File: config.mk
export PLATFORM = sky130hd
export DESIGN_NAME = range_tracker
export DESIGN_NICKNAME = d
export VERILOG_FILES = /design/src/rtl/range_tracker.sv
export SDC_FILE = /design/constraint.sdc
export NUM_CORES = 1
export LEC_CHECK = 0
export CAP_MARGIN = 20
export CORE_MARGIN = 1
export CORE_UTILIZATION = 50
export DETAILED_ROUTE_END_ITERATION = 16
export PLACE_DENSITY = 0.73
export SYNTH_ARGS = -nofsm -noshare
export SYNTH_HDL_FRONTEND = slang
export SYNTH_SLANG_ARGS = --single-unit
File: constraint.sdc
create_clock -name clock -period 6 [get_ports clock]
set_input_delay 0.9 -clock clock [delete_from_list [all_inputs] [get_ports clock]]
set_output_delay 0.9 -clock clock [all_outputs]
set_load 0.01 [all_outputs]
File: src/rtl/range_tracker.sv
`default_nettype none
// ============================================================================
// Module   : range_tracker
// Brief    : Streaming min/max/range/count tracker between go and finish
//            strobes. Optional sum output when RANGE_TRACKER_SUM_EN is defined.
// Revision : 1.0 - initial release
// ============================================================================
module range_tracker #(
    parameter int WIDTH = 12,
    parameter int CNT_W = 8
) (
    input  logic             clock,
    input  logic             reset,
    input  logic             go,
    input  logic             finish,
    input  logic             sample_valid,
    input  logic [WIDTH-1:0] sample_data,
    output logic             busy,
    output logic             result_valid,
    output logic [WIDTH-1:0] max_out,
    output logic [WIDTH-1:0] min_out,
    output logic [WIDTH-1:0] range_out,
    output logic [CNT_W-1:0] count_out,
`ifdef RANGE_TRACKER_SUM_EN
    output logic [WIDTH+CNT_W-1:0] sum_out,
`endif
    output logic             error
);

    typedef enum logic [1:0] {
        S_IDLE    = 2'd0,
        S_ACQUIRE = 2'd1,
        S_DONE    = 2'd2
    } state_t;

    state_t             r_state;
    state_t             w_state_nxt;

    logic [WIDTH-1:0]   r_run_max, w_run_max;
    logic [WIDTH-1:0]   r_run_min, w_run_min;
    logic [CNT_W-1:0]   r_run_cnt, w_run_cnt;
    logic               w_load;
    logic               w_err;
    logic               w_empty;

    logic               r_busy;
    logic               r_result_valid;
    logic               r_error;
    logic [WIDTH-1:0]   r_max_out;
    logic [WIDTH-1:0]   r_min_out;
    logic [WIDTH-1:0]   r_range_out;
    logic [CNT_W-1:0]   r_count_out;

`ifdef RANGE_TRACKER_SUM_EN
    localparam int c_SUM_W = WIDTH + CNT_W;
    logic [c_SUM_W-1:0] r_run_sum, w_run_sum;
    logic [c_SUM_W-1:0] r_sum_out;
    logic [c_SUM_W:0]   w_sum_ext;

    // One extra bit catches the carry so the accumulator can saturate.
    assign w_sum_ext = {1'b0, r_run_sum} + {{(c_SUM_W+1-WIDTH){1'b0}}, sample_data};
`endif

    always_comb begin
        w_state_nxt = r_state;
        w_run_max   = r_run_max;
        w_run_min   = r_run_min;
        w_run_cnt   = r_run_cnt;
`ifdef RANGE_TRACKER_SUM_EN
        w_run_sum   = r_run_sum;
`endif
        w_load      = 1'b0;
        w_err       = 1'b0;
        case (r_state)
            S_IDLE: begin
                if (go && !finish) begin
                    w_state_nxt = S_ACQUIRE;
                    w_run_max   = '0;
                    w_run_min   = '1;
                    w_run_cnt   = '0;
`ifdef RANGE_TRACKER_SUM_EN
                    w_run_sum   = '0;
`endif
                end
                if (finish) w_err = 1'b1;
            end
            S_ACQUIRE: begin
                if (sample_valid) begin
                    if (sample_data > r_run_max) w_run_max = sample_data;
                    if (sample_data < r_run_min) w_run_min = sample_data;
                    if (!(&r_run_cnt))           w_run_cnt = r_run_cnt + 1'b1;
`ifdef RANGE_TRACKER_SUM_EN
                    w_run_sum = w_sum_ext[c_SUM_W] ? '1 : w_sum_ext[c_SUM_W-1:0];
`endif
                end
                // The finish-cycle sample is already folded into w_run_* above.
                if (finish && !go) begin
                    w_state_nxt = S_DONE;
                    w_load      = 1'b1;
                end
                if (finish && go) w_err = 1'b1;
            end
            S_DONE: begin
                w_state_nxt = S_IDLE;
            end
            default: begin
                w_state_nxt = S_IDLE;
            end
        endcase
        w_empty = (w_run_cnt == '0);
        if (w_load && w_empty) w_err = 1'b1;
    end

    always_ff @(posedge clock) begin
        if (reset) begin
            r_state        <= S_IDLE;
            r_run_max      <= '0;
            r_run_min      <= '1;
            r_run_cnt      <= '0;
            r_busy         <= 1'b0;
            r_result_valid <= 1'b0;
            r_error        <= 1'b0;
            r_max_out      <= '0;
            r_min_out      <= '0;
            r_range_out    <= '0;
            r_count_out    <= '0;
`ifdef RANGE_TRACKER_SUM_EN
            r_run_sum      <= '0;
            r_sum_out      <= '0;
`endif
        end else begin
            r_state        <= w_state_nxt;
            r_run_max      <= w_run_max;
            r_run_min      <= w_run_min;
            r_run_cnt      <= w_run_cnt;
            r_busy         <= (w_state_nxt == S_ACQUIRE);
            r_result_valid <= (w_state_nxt == S_DONE);
            r_error        <= w_err;
`ifdef RANGE_TRACKER_SUM_EN
            r_run_sum      <= w_run_sum;
`endif
            if (w_load) begin
                if (w_empty) begin
                    r_max_out   <= '0;
                    r_min_out   <= '0;
                    r_range_out <= '0;
                    r_count_out <= '0;
`ifdef RANGE_TRACKER_SUM_EN
                    r_sum_out   <= '0;
`endif
                end else begin
                    r_max_out   <= w_run_max;
                    r_min_out   <= w_run_min;
                    r_range_out <= w_run_max - w_run_min;
                    r_count_out <= w_run_cnt;
`ifdef RANGE_TRACKER_SUM_EN
                    r_sum_out   <= w_run_sum;
`endif
                end
            end
        end
    end

    assign busy         = r_busy;
    assign result_valid = r_result_valid;
    assign error        = r_error;
    assign max_out      = r_max_out;
    assign min_out      = r_min_out;
    assign range_out    = r_range_out;
    assign count_out    = r_count_out;
`ifdef RANGE_TRACKER_SUM_EN
    assign sum_out      = r_sum_out;
`endif

endmodule
`default_nettype wire

==> flow_metrics.tcl, run 1 <==
set metrics [dict create \
    synth-xor-area-share 0.01970 \
    dieArea_um2 9014 \
    crit_type "in2reg" \
    postCtsHoldBufs 0 \
    power_density_nw_per_um2 212.3 \
    synth_cells 499 \
    core_um2 8299 \
    final_cells 665 \
    drc 0 \
    required_ns 6.28 \
    fp.dieH_um 94.94 \
    post_synth_and_or_nand_nor_area_fraction 0.2300 \
    mostFrequentLayoutCells "dfxtp_1, clkdlybuf4s50_1, nand2_1" \
    cp_slowest_cell "clkdlybuf4s50_1" \
    viasPerCell 5.621 \
    max_freq_ghz 0.1979 \
    synthFlopType "dfxtp_1" \
    rows 33 \
    fin_crit_sh 0.8423 \
    ys_warn_count 0 \
    antenna_cells 0 \
    drt-initial-drc-count 190 \
    antenna_found_initial 0 \
    critPathMaxFanout 12 \
    cts_made_buffers 9 \
    io-pin-count 64 \
    synth_async_sr_flop_share 0 \
    vdd_drop_max_v 0.0001533 \
    cts-resized-gates 0 \
    grt.overflow.total 0 \
    synth_area_per_cell_um2 8.656 \
    skew_ns 0.01389 \
    root_buffer "clkbuf_8" \
    maxCapViolCount 0 \
    layout.nets 608 \
    cts_tree "yes" \
    hpwl_mm 7.966 \
    setup_violations 0 \
    first_pass_iters 4 \
    arrival_ns 5.33 \
    start_util 0.5204 \
    finalWeightedCongestion 0.9329 \
    grt_pass1_wl_mm 17.51 \
    clock-sinks 81 \
    htree_levels 3 \
    p_leak_nw 2.050 \
    fin_crit_ns 5.054 \
    grt_pass1_vias 3521 \
    status "finished, final reports clean" \
    slew_headroom 0.2636 \
    synth_cell_type_count 56 \
    rsz0062_at_grt "no" \
    hold_viol 0 \
    hold_path.class "reg2reg" \
    synth.mux.area_fraction 0.06112 \
    io_buffer_count 63 \
    worstSkewPairLatency_ns 0.36 \
    slowest_delay_ns 0.49 \
    finalMaxSlewViolations 0 \
    postCtsSetupBuffers 0 \
    die_x_um 94.94 \
    grt_max_degree 47 \
    area_delta_synth_final_pct 21.23 \
    synth_top_family_by_area "simple AND/OR/NAND/NOR gates" \
    clk_pin_slew_ns 0.07 \
    syn_area_um2 4319 \
    ys_seq_area_frac 0.3754 \
    drive_gt1_frac 0.07500 \
    crit_path_end_kind "flop" \
    synth-seq-cells 81 \
    dp_cells 649 \
    timing.setup.tns_ns 0 \
    track_usage 0.2538 \
    critical_path.cell_chain "clkdlybuf4s50_1, ha_1, a211oi_1, a211o_1, a31oi_1, o22ai_1, buf_4, mux2_2, or2_2, ha_1, fa_1, nor2b_1, o21ai_0, a21boi_0, o21ai_0, a21oi_1, xor2_1, nand3_1, a21oi_1" \
    critPathLaunchType "primary input" \
    final_common_cell "dfxtp_1" \
    clockBufferDepth 2 \
    syn-num-nets 552 \
    synth_fa_ha_area_frac 0.1060 \
    synth-edff-count 0 \
    detail-route-antenna-nets 0 \
    wire_per_inst_um 16.23 \
    routed-via-count 3738 \
    synth_compound_area_frac 0.1576 \
    tightest_slew_ns 1.101 \
    drt_wl_total_mm 10.79 \
]
==> per-stage QoR <==
stage	utilization	total power [mW]	hold WS, ns	area [µm²]	setup WS [ns]
2_1_floorplan	-	0.6362	0.4649	4319	1.548
3_3_place_gp	0.6046	0.6748	0.4436	5017	0.8968
3_5_place_dp	0.6046	0.6777	0.4454	5017	0.6719
4_1_cts	0.6309	1.117	0.4585	5236	1.019
5_1_grt	0.6309	1.155	0.4838	5236	0.6797
6_report	0.6309	1.112	0.4573	5236	0.9460
==> cells in the mapped netlist (9+ instances only) <==
cell	count	area, µm²
o21ai_0	13	65.06
dfxtp_1	81	1622
nand3_1	13	65.06
inv_1	30	112.6
and2_1	12	75.07
nand2_1	49	183.9
nor3_1	19	95.09
nor2b_1	13	81.33
a211o_1	11	96.34
mux2i_1	23	230.2
a22o_1	9	78.83
a21oi_1	38	190.2
nor2_1	44	165.2
nand2b_1	11	68.82
ha_1	35	437.9
clkbuf_1	20	75.07
==> state kept, by name, summed over array words and instances, names as in the netlist, 2 cells and up <==
name	cells
r_run_cnt	8
r_run_max	12
range_out	12
count_out	8
min_out	12
max_out	12
r_run_min	12
r_state	2
==> worst max-delay path, delay by kind of cell <==
kind	cells	cell delay (ns)
AO/OA/AOI/OAI	9	1.63
adder cells (fa/ha/maj)	3	0.97
buffers and inverters	2	0.74
AND/OR/NAND/NOR	3	0.49
multiplexers	1	0.38
XOR/XNOR	1	0.19
==> kinds of logic after synthesis <==
family          after synthesis
mux                          26
buf+inv                      54
simple gates                193
compound gates              101
xor+xnor                      8
fa+ha+maj                    36
flops                        81
==> routing by layer <==
metal	global-route usage	vias to the layer above	wire length (µm)
li1	-	1859	-
met1	0.3629	1775	5361
met2	0.3909	89	4765
met3	0.03623	15	519
met4	0.08207	0	144
met5	0	-	0
==> worst paths after layout <==
| kind | to | slack, ns | startpoint | depth (start not counted) |
|---|---|---|---|---|
| setup reg to reg | range_out[8] | 1.67 | r_run_min[2] | 19 |
| setup / recovery | range_out[8] | 0.95 | sample_data[2] | 19 |
| hold / removal | range_out[4] | 0.46 | range_out[4] | 2 |
| hold reg to reg | range_out[4] | 0.46 | range_out[4] | 2 |
==> where the power goes <==
| group | leakage [nW] | total, mW | internal (mW) | switching (mW) |
|---|---|---|---|---|
| clock network | 0.111 | 0.445 | 0.237 | 0.209 |
| logic | 1.28 | 0.120 | 0.0493 | 0.0704 |
| registers | 0.654 | 0.547 | 0.543 | 0.00353 |
==> final cells by class <==
| class | instances | area (µm²) |
|---|---|---|
| multi-input combinational | 364 | 2481 |
| sequential | 81 | 1622 |
| tap | 105 | 131.4 |
| timing repair buffer | 69 | 670.6 |
| clock buffer | 10 | 127.6 |
| inverter | 30 | 112.6 |
| fill | 710 | 3063 |
| clock inverter | 6 | 91.34 |
No activity file was read; power rests on OpenSTA's default activity.
==> run 2, diff against run 1 <==
clock period = 4.95 ns   (was 6 ns; I/O delays follow)
==> flow_metrics.tcl, run 2 (same netlist as run 1, synthesis figures left out) <==
set metrics [dict create \
    status "finished, final reports clean" \
    start_util 0.5204 \
    setup_violations 0 \
    cts-resized-gates 0 \
    skew_ns 0.01137 \
    seqCellArea_um2 1622 \
    path_buf_inv 1 \
    fin_crit_ns 4.681 \
    clockBufferDepth 2 \
    wire_per_inst_um 15.64 \
    drt-initial-drc-count 194 \
    core_um2 8299 \
    drc 0 \
    finalWeightedCongestion 0.9082 \
    io_buffer_count 63 \
    cp_slowest_cell "clkdlybuf4s50_1" \
    vdd_drop_max_v 0.0001256 \
    crit_type "in2reg" \
    antenna_cells 0 \
    max_freq_ghz 0.2137 \
    first_pass_iters 4 \
    cts_tree "yes" \
    dieArea_um2 9014 \
    cts_made_buffers 9 \
    rsz0062_at_grt "no" \
    crit_family "compound AO/OA/AOI/OAI gates" \
    root_buffer "clkbuf_8" \
    slowest_delay_ns 0.48 \
    final_common_cell "dfxtp_1" \
    total_power_mw 1.237 \
    utilization 0.6303 \
    crit_path_end_kind "flop" \
    clk_pin_slew_ns 0.08 \
    rows 33 \
    worstSkewPairLatency_ns 0.34 \
    maxCapViolCount 0 \
    hpwl_mm 7.901 \
    grt_pass1_wl_mm 16.95 \
    grt.overflow.total 0 \
    slew_headroom 0.3651 \
    layout.nets 613 \
    drt_wl_total_mm 10.47 \
    grt_max_degree 38 \
    tightest_slew_ns 0.9489 \
    htree_levels 3 \
    critPathLaunchType "primary input" \
    routed-via-count 3722 \
    hold_path.class "reg2reg" \
    fin_crit_sh 0.9456 \
    p_leak_nw 2.045 \
    power_density_nw_per_um2 236.5 \
    arrival_ns 4.95 \
    mostFrequentLayoutCells "dfxtp_1, clkdlybuf4s50_1, nand2_1" \
    fp.dieH_um 94.94 \
    track_usage 0.2449 \
    antenna_found_initial 0 \
    required_ns 5.22 \
    drive_gt1_frac 0.08511 \
    finalMaxSlewViolations 0 \
    critical_path.cell_chain "clkdlybuf4s50_1, ha_1, nand4_1, a211o_1, a31oi_1, o22ai_2, mux2_2, or2_2, ha_1, fa_1, nor2b_1, o21ai_0, a21boi_0, o21ai_0, a21oi_1, xor2_1, nand3_1, a21oi_1" \
    whs_ns 0.4582 \
    area_delta_synth_final_pct 21.12 \
    viasPerCell 5.564 \
    critPathMaxFanout 4 \
    postCtsSetupBuffers 0 \
    multi_input_area_um2 2487 \
    clock-sinks 81 \
    hold_viol 0 \
    io-pin-count 64 \
    grt_pass1_vias 3407 \
    detail-route-antenna-nets 0 \
    postCtsHoldBufs 0 \
    fillers 741 \
    die_x_um 94.94 \
]
==> run 2: layer usage <==
metal / track usage / part of all wire / vias up
met5: 0 / 0 / -
met1: 0.3625 / 0.50 / 1753
met2: 0.3723 / 0.44 / 95
met3: 0.02899 / 0.052 / 5
li1: - / - / 1869
met4: 0.06818 / 0.0067 / 0
==> run 2: path summary, 6_finish.rpt <==
check	startpoint	cells after the start	to	slack (ns)
setup / recovery	sample_data[7]	18	range_out[8]	0.27
hold / removal	range_out[7]	2	range_out[7]	0.46
setup reg to reg	r_run_min[6]	18	range_out[8]	0.79
hold reg to reg	range_out[7]	2	range_out[7]	0.46
==> run 2: power breakdown <==
group	leakage [nW]	switching, mW	internal (mW)	total, mW
Clock	0.0802	0.237	0.191	0.428
Combinational	1.31	0.0847	0.0618	0.147
Sequential	0.654	0.00434	0.658	0.663
==> run 2: area by class of cell <==
| type | count | share of cell area |
|---|---|---|
| clock buffer | 10 | 0.02631 |
| clock inverter | 5 | 0.006219 |
| inverter | 30 | 0.02153 |
| multi-input combinational | 364 | 0.4755 |
| sequential | 81 | 0.3100 |
| tap | 105 | 0.02511 |
| timing repair buffer | 74 | 0.1354 |
==> run 2: metrics by stage <==
step | TNS [ns] | cells | worst slack (ns) | cell area, µm²
4_1_cts | 0 | 669 | 0.2869 | 5225
2_1_floorplan | 0 | 499 | 0.6558 | 4319
5_1_grt | 0 | 669 | 0.04901 | 5231
3_5_place_dp | -0.1068 | 654 | -0.06573 | 5055
6_report | 0 | 669 | 0.2695 | 5231
3_3_place_gp | -0.004176 | 654 | -0.004176 | 5055
==> run 2: worst reg2reg max path: stages (launching register included) <==
cell and delay, ns:
dfxtp_1 0.37, inv_1 0.06, ha_1 0.30, nand4_1 0.10
a211o_1 0.29, a31oi_1 0.27, o22ai_2 0.17, mux2_2 0.33
or2_2 0.28, ha_1 0.21, fa_1 0.41, nor2b_1 0.12
o21ai_0 0.11, a21boi_0 0.24, o21ai_0 0.14, a21oi_1 0.23
xor2_1 0.19, nand3_1 0.09, a21oi_1 0.17
==> run 3, diff against run 2 <==
CORE_ASPECT_RATIO = 1.1   (was unset)
REMOVE_ABC_BUFFERS = 1   (was unset)
==> flow_metrics.tcl, run 3 (same netlist as run 1, synthesis figures left out) <==
set metrics [dict create \
    vdd_drop_max_v 0.0001577 \
    hold_viol 0 \
    required_ns 5.23 \
    antenna_cells 0 \
    final_common_cell "dfxtp_1" \
    root_buffer "clkbuf_8" \
    rows 35 \
    grt_max_degree 69 \
    grt.overflow.total 0 \
    layout.nets 618 \
    crit_family "compound AO/OA/AOI/OAI gates" \
    postCtsHoldBufs 0 \
    start_util 0.5164 \
    fillers 715 \
    cts_tree "yes" \
    cp_slowest_cell "clkdlybuf4s50_1" \
    tightest_slew_ns 0.8867 \
    mostFrequentLayoutCells "dfxtp_1, clkdlybuf4s50_1, nand2_1" \
    cpMostUsedCell "o21ai_0" \
    fp.dieH_um 99.48 \
    startpoint "sample_data[5]" \
    grt_pass1_wl_mm 17.19 \
    fin_crit_ns 4.646 \
    slowest_delay_ns 0.48 \
    hold_path.class "reg2reg" \
    total_power_mw 1.323 \
    status "finished, final reports clean" \
    dp_cells 664 \
    clockBufferDepth 2 \
    crit_type "in2reg" \
    utilization 0.6361 \
    fin_area_um2 5320 \
    slew_headroom 0.4089 \
    arrival_ns 4.92 \
    whs_ns 0.4535 \
    drive_gt1_frac 0.09507 \
    io-pin-count 64 \
    htree_levels 3 \
    final_cells 679 \
    postCtsSetupBuffers 0 \
    routed-via-count 3782 \
    worstSkewPairLatency_ns 0.36 \
    drt-initial-drc-count 153 \
    finalWeightedCongestion 0.8474 \
    setup_violations 0 \
    fin_crit_sh 0.9385 \
    cts_made_buffers 9 \
    area_delta_synth_final_pct 23.17 \
    maxCapViolCount 0 \
    antenna_found_initial 0 \
    drt_wl_total_mm 10.70 \
    max_freq_ghz 0.2153 \
    detail-route-antenna-nets 0 \
    r2r_start "r_run_min[9]" \
    die_x_um 90.62 \
    first_pass_iters 4 \
    power_density_nw_per_um2 248.7 \
    grt_pass1_vias 3592 \
    placed_cell_area_um2 5092 \
    finalMaxSlewViolations 0 \
    hold_path_startpoint "min_out[10]" \
    wire_per_inst_um 15.76 \
    track_usage 0.2436 \
    dieArea_um2 9014 \
    viasPerCell 5.570 \
    skew_ns 0.008902 \
    rsz0062_at_grt "no" \
    path_buf_inv 1 \
    clk_pin_slew_ns 0.07 \
    critical_path.cell_chain "clkdlybuf4s50_1, ha_1, a21oi_1, nor2b_1, o21ai_0, a31oi_1, o22ai_2, mux2_2, or2_2, ha_1, fa_1, nor2b_1, o21ai_0, a21boi_0, o21ai_0, a21oi_2, xor2_1, nand3_1, a21oi_1" \
    critPathLaunchType "primary input" \
    io_buffer_count 63 \
    critPathMaxFanout 4 \
    p_leak_nw 2.094 \
    drc 0 \
    core_um2 8364 \
    clock-sinks 81 \
    crit_path_end_kind "flop" \
    hpwl_mm 7.440 \
]
## run 3: cell types whose count changed in the layout (fill, tap and decap cells not counted), sizes merged
cell	before	now
buf	12	17
bufinv	0	2
clkinvlp	3	0
## run 3: stage by stage
step	setup WS, ns	setup TNS (ns)
2_1_floorplan	0.2755	0
3_3_place_gp	0.002816	0
3_5_place_dp	-0.1573	-0.3902
4_1_cts	0.1918	0
5_1_grt	0.06834	0
6_report	0.3044	0
## run 3: final cells by class
cell class	count	area (µm²)	area share
Tap cell	111	138.9	0.02611
Clock inverter	4	70.07	0.01317
Inverter	30	112.6	0.02117
Timing Repair Buffer	79	749.5	0.1409
Multi-Input combinational cell	364	2500	0.4699
Sequential cell	81	1622	0.3048
Clock buffer	10	127.6	0.02399
## run 3: power breakdown
part	leakage, nW	internal (mW)	switching (mW)	total (mW)
Combinational	1.34	0.0648	0.0883	0.153
Sequential	0.654	0.658	0.00406	0.662
Clock	0.102	0.277	0.230	0.507
Total	2.09	1.00	0.323	1.32
## run 3: final timing paths
path | endpoint | cells after the start | slack (ns)
setup / recovery | range_out[8] | 19 | 0.30
setup reg to reg | range_out[8] | 18 | 0.84
hold / removal | min_out[10] | 2 | 0.45
hold reg to reg | min_out[10] | 2 | 0.45
## run 3: timing repair
item / CTS / global route
gates resized for setup: 0 / 5
endpoints found under the setup margin: 0 / 3
hold endpoints to repair: 0 / 0
## run 3: worst reg2reg max path: cells and delay by family, from the launching register on
kind | cells | cell delay [ns]
AND/OR/NAND/NOR | 4 | 0.68
AO/OA/AOI/OAI | 8 | 1.50
adder cells (fa/ha/maj) | 3 | 0.91
multiplexers | 1 | 0.38
flip-flops | 1 | 0.35
XOR/XNOR | 1 | 0.16
buffers and inverters | 1 | 0.05
## run 3: per-layer routing
metal  GRT usage  part of all wire  up-vias
met5           0                 0        -
met4      0.1352             0.029        0
met3     0.03287             0.050       28
met2      0.4033              0.47      102
met1      0.3069              0.45     1773
li1            -                 -     1879
==> RTL edit 1 (flow settings as in run 1) <==
The output `result_valid` loses its register stage (`r_result_valid` becomes a continuous assignment).
--- a/src/rtl/range_tracker.sv
+++ b/src/rtl/range_tracker.sv
@@ -119,5 +119,4 @@
             r_run_cnt      <= '0;
             r_busy         <= 1'b0;
-            r_result_valid <= 1'b0;
             r_error        <= 1'b0;
             r_max_out      <= '0;
@@ -135,5 +134,4 @@
             r_run_cnt      <= w_run_cnt;
             r_busy         <= (w_state_nxt == S_ACQUIRE);
-            r_result_valid <= (w_state_nxt == S_DONE);
             r_error        <= w_err;
 `ifdef RANGE_TRACKER_SUM_EN
@@ -162,4 +160,6 @@
     end
 
+    assign r_result_valid = (w_state_nxt == S_DONE);
+
     assign busy         = r_busy;
     assign result_valid = r_result_valid;
Behaviour: not the same (a bounded check fails within 4 cycles, from zero or initial values and one cycle with reset high).
==> RTL edit 1 against run 1 <==
Sequential cell count shrank 1; count of clock-buffer cells in the layout grew 1; hold slack gained 2.2 ps; global-route usage shrank 1.0 points; synthesized area grew 3.1%; routed wire length grew 1.4%; highest routed layer unchanged; design area grew 1.2%; clock power shrank 21%; largest power group unchanged; setup slack lost 74 ps; sequential share of layout area shrank 0.74 points; power shrank 9.9%.
==> RTL edit 1: results <==
export IMPL_outcome="complete, no violations"
export IMPL_p_total_w=0.001001
export IMPL_dieArea_mm2=0.009290
export IMPL_grt_pass1_vias=3451
export IMPL_yosysSeqAreaShare_pct=35.96
export IMPL_route_met2_wl_mm=4.696
export IMPL_nets=610
export IMPL_p_leak_nw=2.260
export IMPL_wl_met3_um=531
export IMPL_worst_pin_slew_ps=801.3
export IMPL_wl_met1_mm=5.555
export IMPL_buffers=71
export IMPL_vdd_drop_max_mv=0.1156
export IMPL_syn_nets=557
export IMPL_pre_cts_slack_ps=542.6
export IMPL_grt_max_degree=82
export IMPL_synthTopCellsByArea="dfxtp_1, ha_1, mux2i_1, nor2_1, a21oi_1"
export IMPL_post_route_util_pct=61.04
export IMPL_instances_no_fill=670
export IMPL_wire_per_inst_um=16.34
export IMPL_place_area_mm2=0.005132
export IMPL_synth_common_cells="dfxtp_1, nor2_1, ha_1"
export IMPL_synth_cell_types=66
export IMPL_p_switching_w=0.0002686
export IMPL_buffer_area_share_pct=12.94
export IMPL_place_congestion=0.9248
export IMPL_cp_max_fo=10
export IMPL_grt_usage_pct=24.36
export IMPL_p_clk_share_pct=35.0
export IMPL_skew_ps=11.01
export IMPL_drt_iter0_drc=185
export IMPL_dpl_cell_count=654
export IMPL_syn_avg_cell_area_um2=8.838
export IMPL_layout_drive_gt1_share_pct=8.541
export IMPL_r2r_setup_slack_ps=1590
export IMPL_viasPerCell=5.534
-- RTL edit 1: final timing paths --
| check | startpoint | to | depth (start not counted) |
|---|---|---|---|
| max | sample_data[2] | range_out[11] | 19 |
| min | count_out[3] | count_out[3] | 2 |
| max reg2reg | r_run_min[2] | range_out[11] | 19 |
| min reg2reg | count_out[3] | count_out[3] | 2 |
-- RTL edit 1: logic make-up (layout without fill, tap and decap cells) --
family	Yosys count	in the layout	share of synthesized area, %
AO/OA/AOI/OAI	107	107	18.12
XOR/XNOR	6	6	1.489
adder cells (fa/ha/maj)	36	36	10.28
buffers and inverters	59	117	5.786
flip-flops	80	80	35.96
multiplexers	26	26	5.871
AND/OR/NAND/NOR	190	190	22.50
-- RTL edit 1: routing by layer --
layer	global-route usage [%]	up-vias
met5	0	-
met4	9.559	0
met1	36.03	1727
met2	35.34	96
li1	-	1871
met3	3.599	14
-- RTL edit 1: worst min-delay path: stages, from the launching register on --
cell,delay [ps]
dfxtp_1,320
nand2_1,50
a21oi_1,50
==> RTL edit 2 (flow settings as in run 1) <==
Made on the original files. Build with the macro `RANGE_TRACKER_SUM_EN` defined.
--- a/src/rtl/range_tracker.sv
+++ b/src/rtl/range_tracker.sv
@@ -6,4 +6,6 @@
 // Revision : 1.0 - initial release
 // ============================================================================
+`define RANGE_TRACKER_SUM_EN
+
 module range_tracker #(
     parameter int WIDTH = 12,
Formal check against the unedited RTL (old outputs only; new: sum_out): equivalent (Yosys induction, for registers that start in step).
==> RTL edit 2 against run 1 <==
Synthesized area is 48% higher; design area is 52% higher; critical path depth is 1 lower; combinational power is 37% higher; setup slack worse by 240 ps; power is 74% higher; sequential share of layout area is 0.44 points lower; sequential cell count is 40 higher; synthesized cell count is 50% higher; cell count is 51% higher; routed wire length is 64% higher; hold slack worse by 9.3 ps.
==> RTL edit 2: results <==
export IMPL_worstHoldEndpoint="sum_out[13]"
export IMPL_min_from="sum_out[13]"
export IMPL_grt_max_degree=60
export IMPL_synth_compound_area_share_pct=22.43
export IMPL_synth_common_cells="dfxtp_1, nand2_1, nor2_1"
export IMPL_max_clock_freq_mhz=189.1
export IMPL_cp_max_fo=9
export IMPL_p_clk_w=0.000950
export IMPL_wl_met3_um=969
export IMPL_clkTransAtPathRegs_ps=50
export IMPL_grt_pass1_wl_mm=27.97
export IMPL_p_switching_w=0.0004461
export IMPL_instances_no_fill=1005
export IMPL_root_buffer="clkbuf_16"
export IMPL_portBuffers=83
export IMPL_wl_met1_mm=7.989
export IMPL_vdd_drop_max_mv=0.1438
export IMPL_htree_levels=4
export IMPL_hold_slack_ps=448.0
export IMPL_outcome="complete, no violations"
export IMPL_insertion_delay_ps=420
export IMPL_dp_hpwl_mm=12.54
export IMPL_r2r_end="range_out[9]"
export IMPL_grt_use_met1_pct=34.78
export IMPL_fill_cells=1110
export IMPL_place_area_mm2=0.007388
export IMPL_worstRegToRegCells=18
export IMPL_seq_power_w=0.000817
export IMPL_wl_mm=17.64
export IMPL_skew_ps=10.64
export IMPL_syn_nets=814
export IMPL_synth_xor_area_share_pct=1.873
export IMPL_layout_drive_gt1_share_pct=7.443
export IMPL_p_leak_nw=3.078
export IMPL_use_met2_pct=44.42
export IMPL_synthTopCellsByArea="dfxtp_1, ha_1, a21oi_1, nand2_1, nor2_1"
export IMPL_synthMuxAreaShare_pct=3.843
export IMPL_grt_pass1_vias=5665
export IMPL_r2r_setup_slack_ps=1470
export IMPL_nets=890
export IMPL_route_met2_wl_mm=8.211
export IMPL_pre_cts_slack_ps=390.6
export IMPL_grt_usage_pct=27.64
export IMPL_route_vias_total=5909
export IMPL_grt_use_met3_pct=6.431
export IMPL_synth_adder_area_share_pct=9.793
export IMPL_drt_iter0_drc=381
export IMPL_yosysSeqAreaShare_pct=37.77
[RTL edit 2: cell types whose count changed in the layout (fill, tap and decap cells not counted), sizes merged, moves of 7 or more]
cell	run 1	this run
a21oi	38	63
a22o	9	16
buf	7	15
clkbuf	10	25
clkdlybuf4s50	62	82
dfxtp	81	121
ha	35	47
inv	31	42
nand2	49	72
nor2	44	64
nor3	21	28
o21ai	13	36
[RTL edit 2: tightest hold or removal path: stages, from the launching register on]
cell,delay [ps]
dfxtp_1,300
nand2_1,50
o21ai_1,50
[RTL edit 2: cell type report]
class | instances | area [µm²] | area share, %
Clock inverter | 3 | 40.04 | 0.5047
Multi-Input combinational cell | 544 | 3659 | 46.11
Timing Repair Buffer | 97 | 930.9 | 11.73
Tap cell | 172 | 215.2 | 2.713
Inverter | 43 | 161.4 | 2.034
Clock buffer | 25 | 505.5 | 6.371
Sequential cell | 121 | 2422 | 30.53
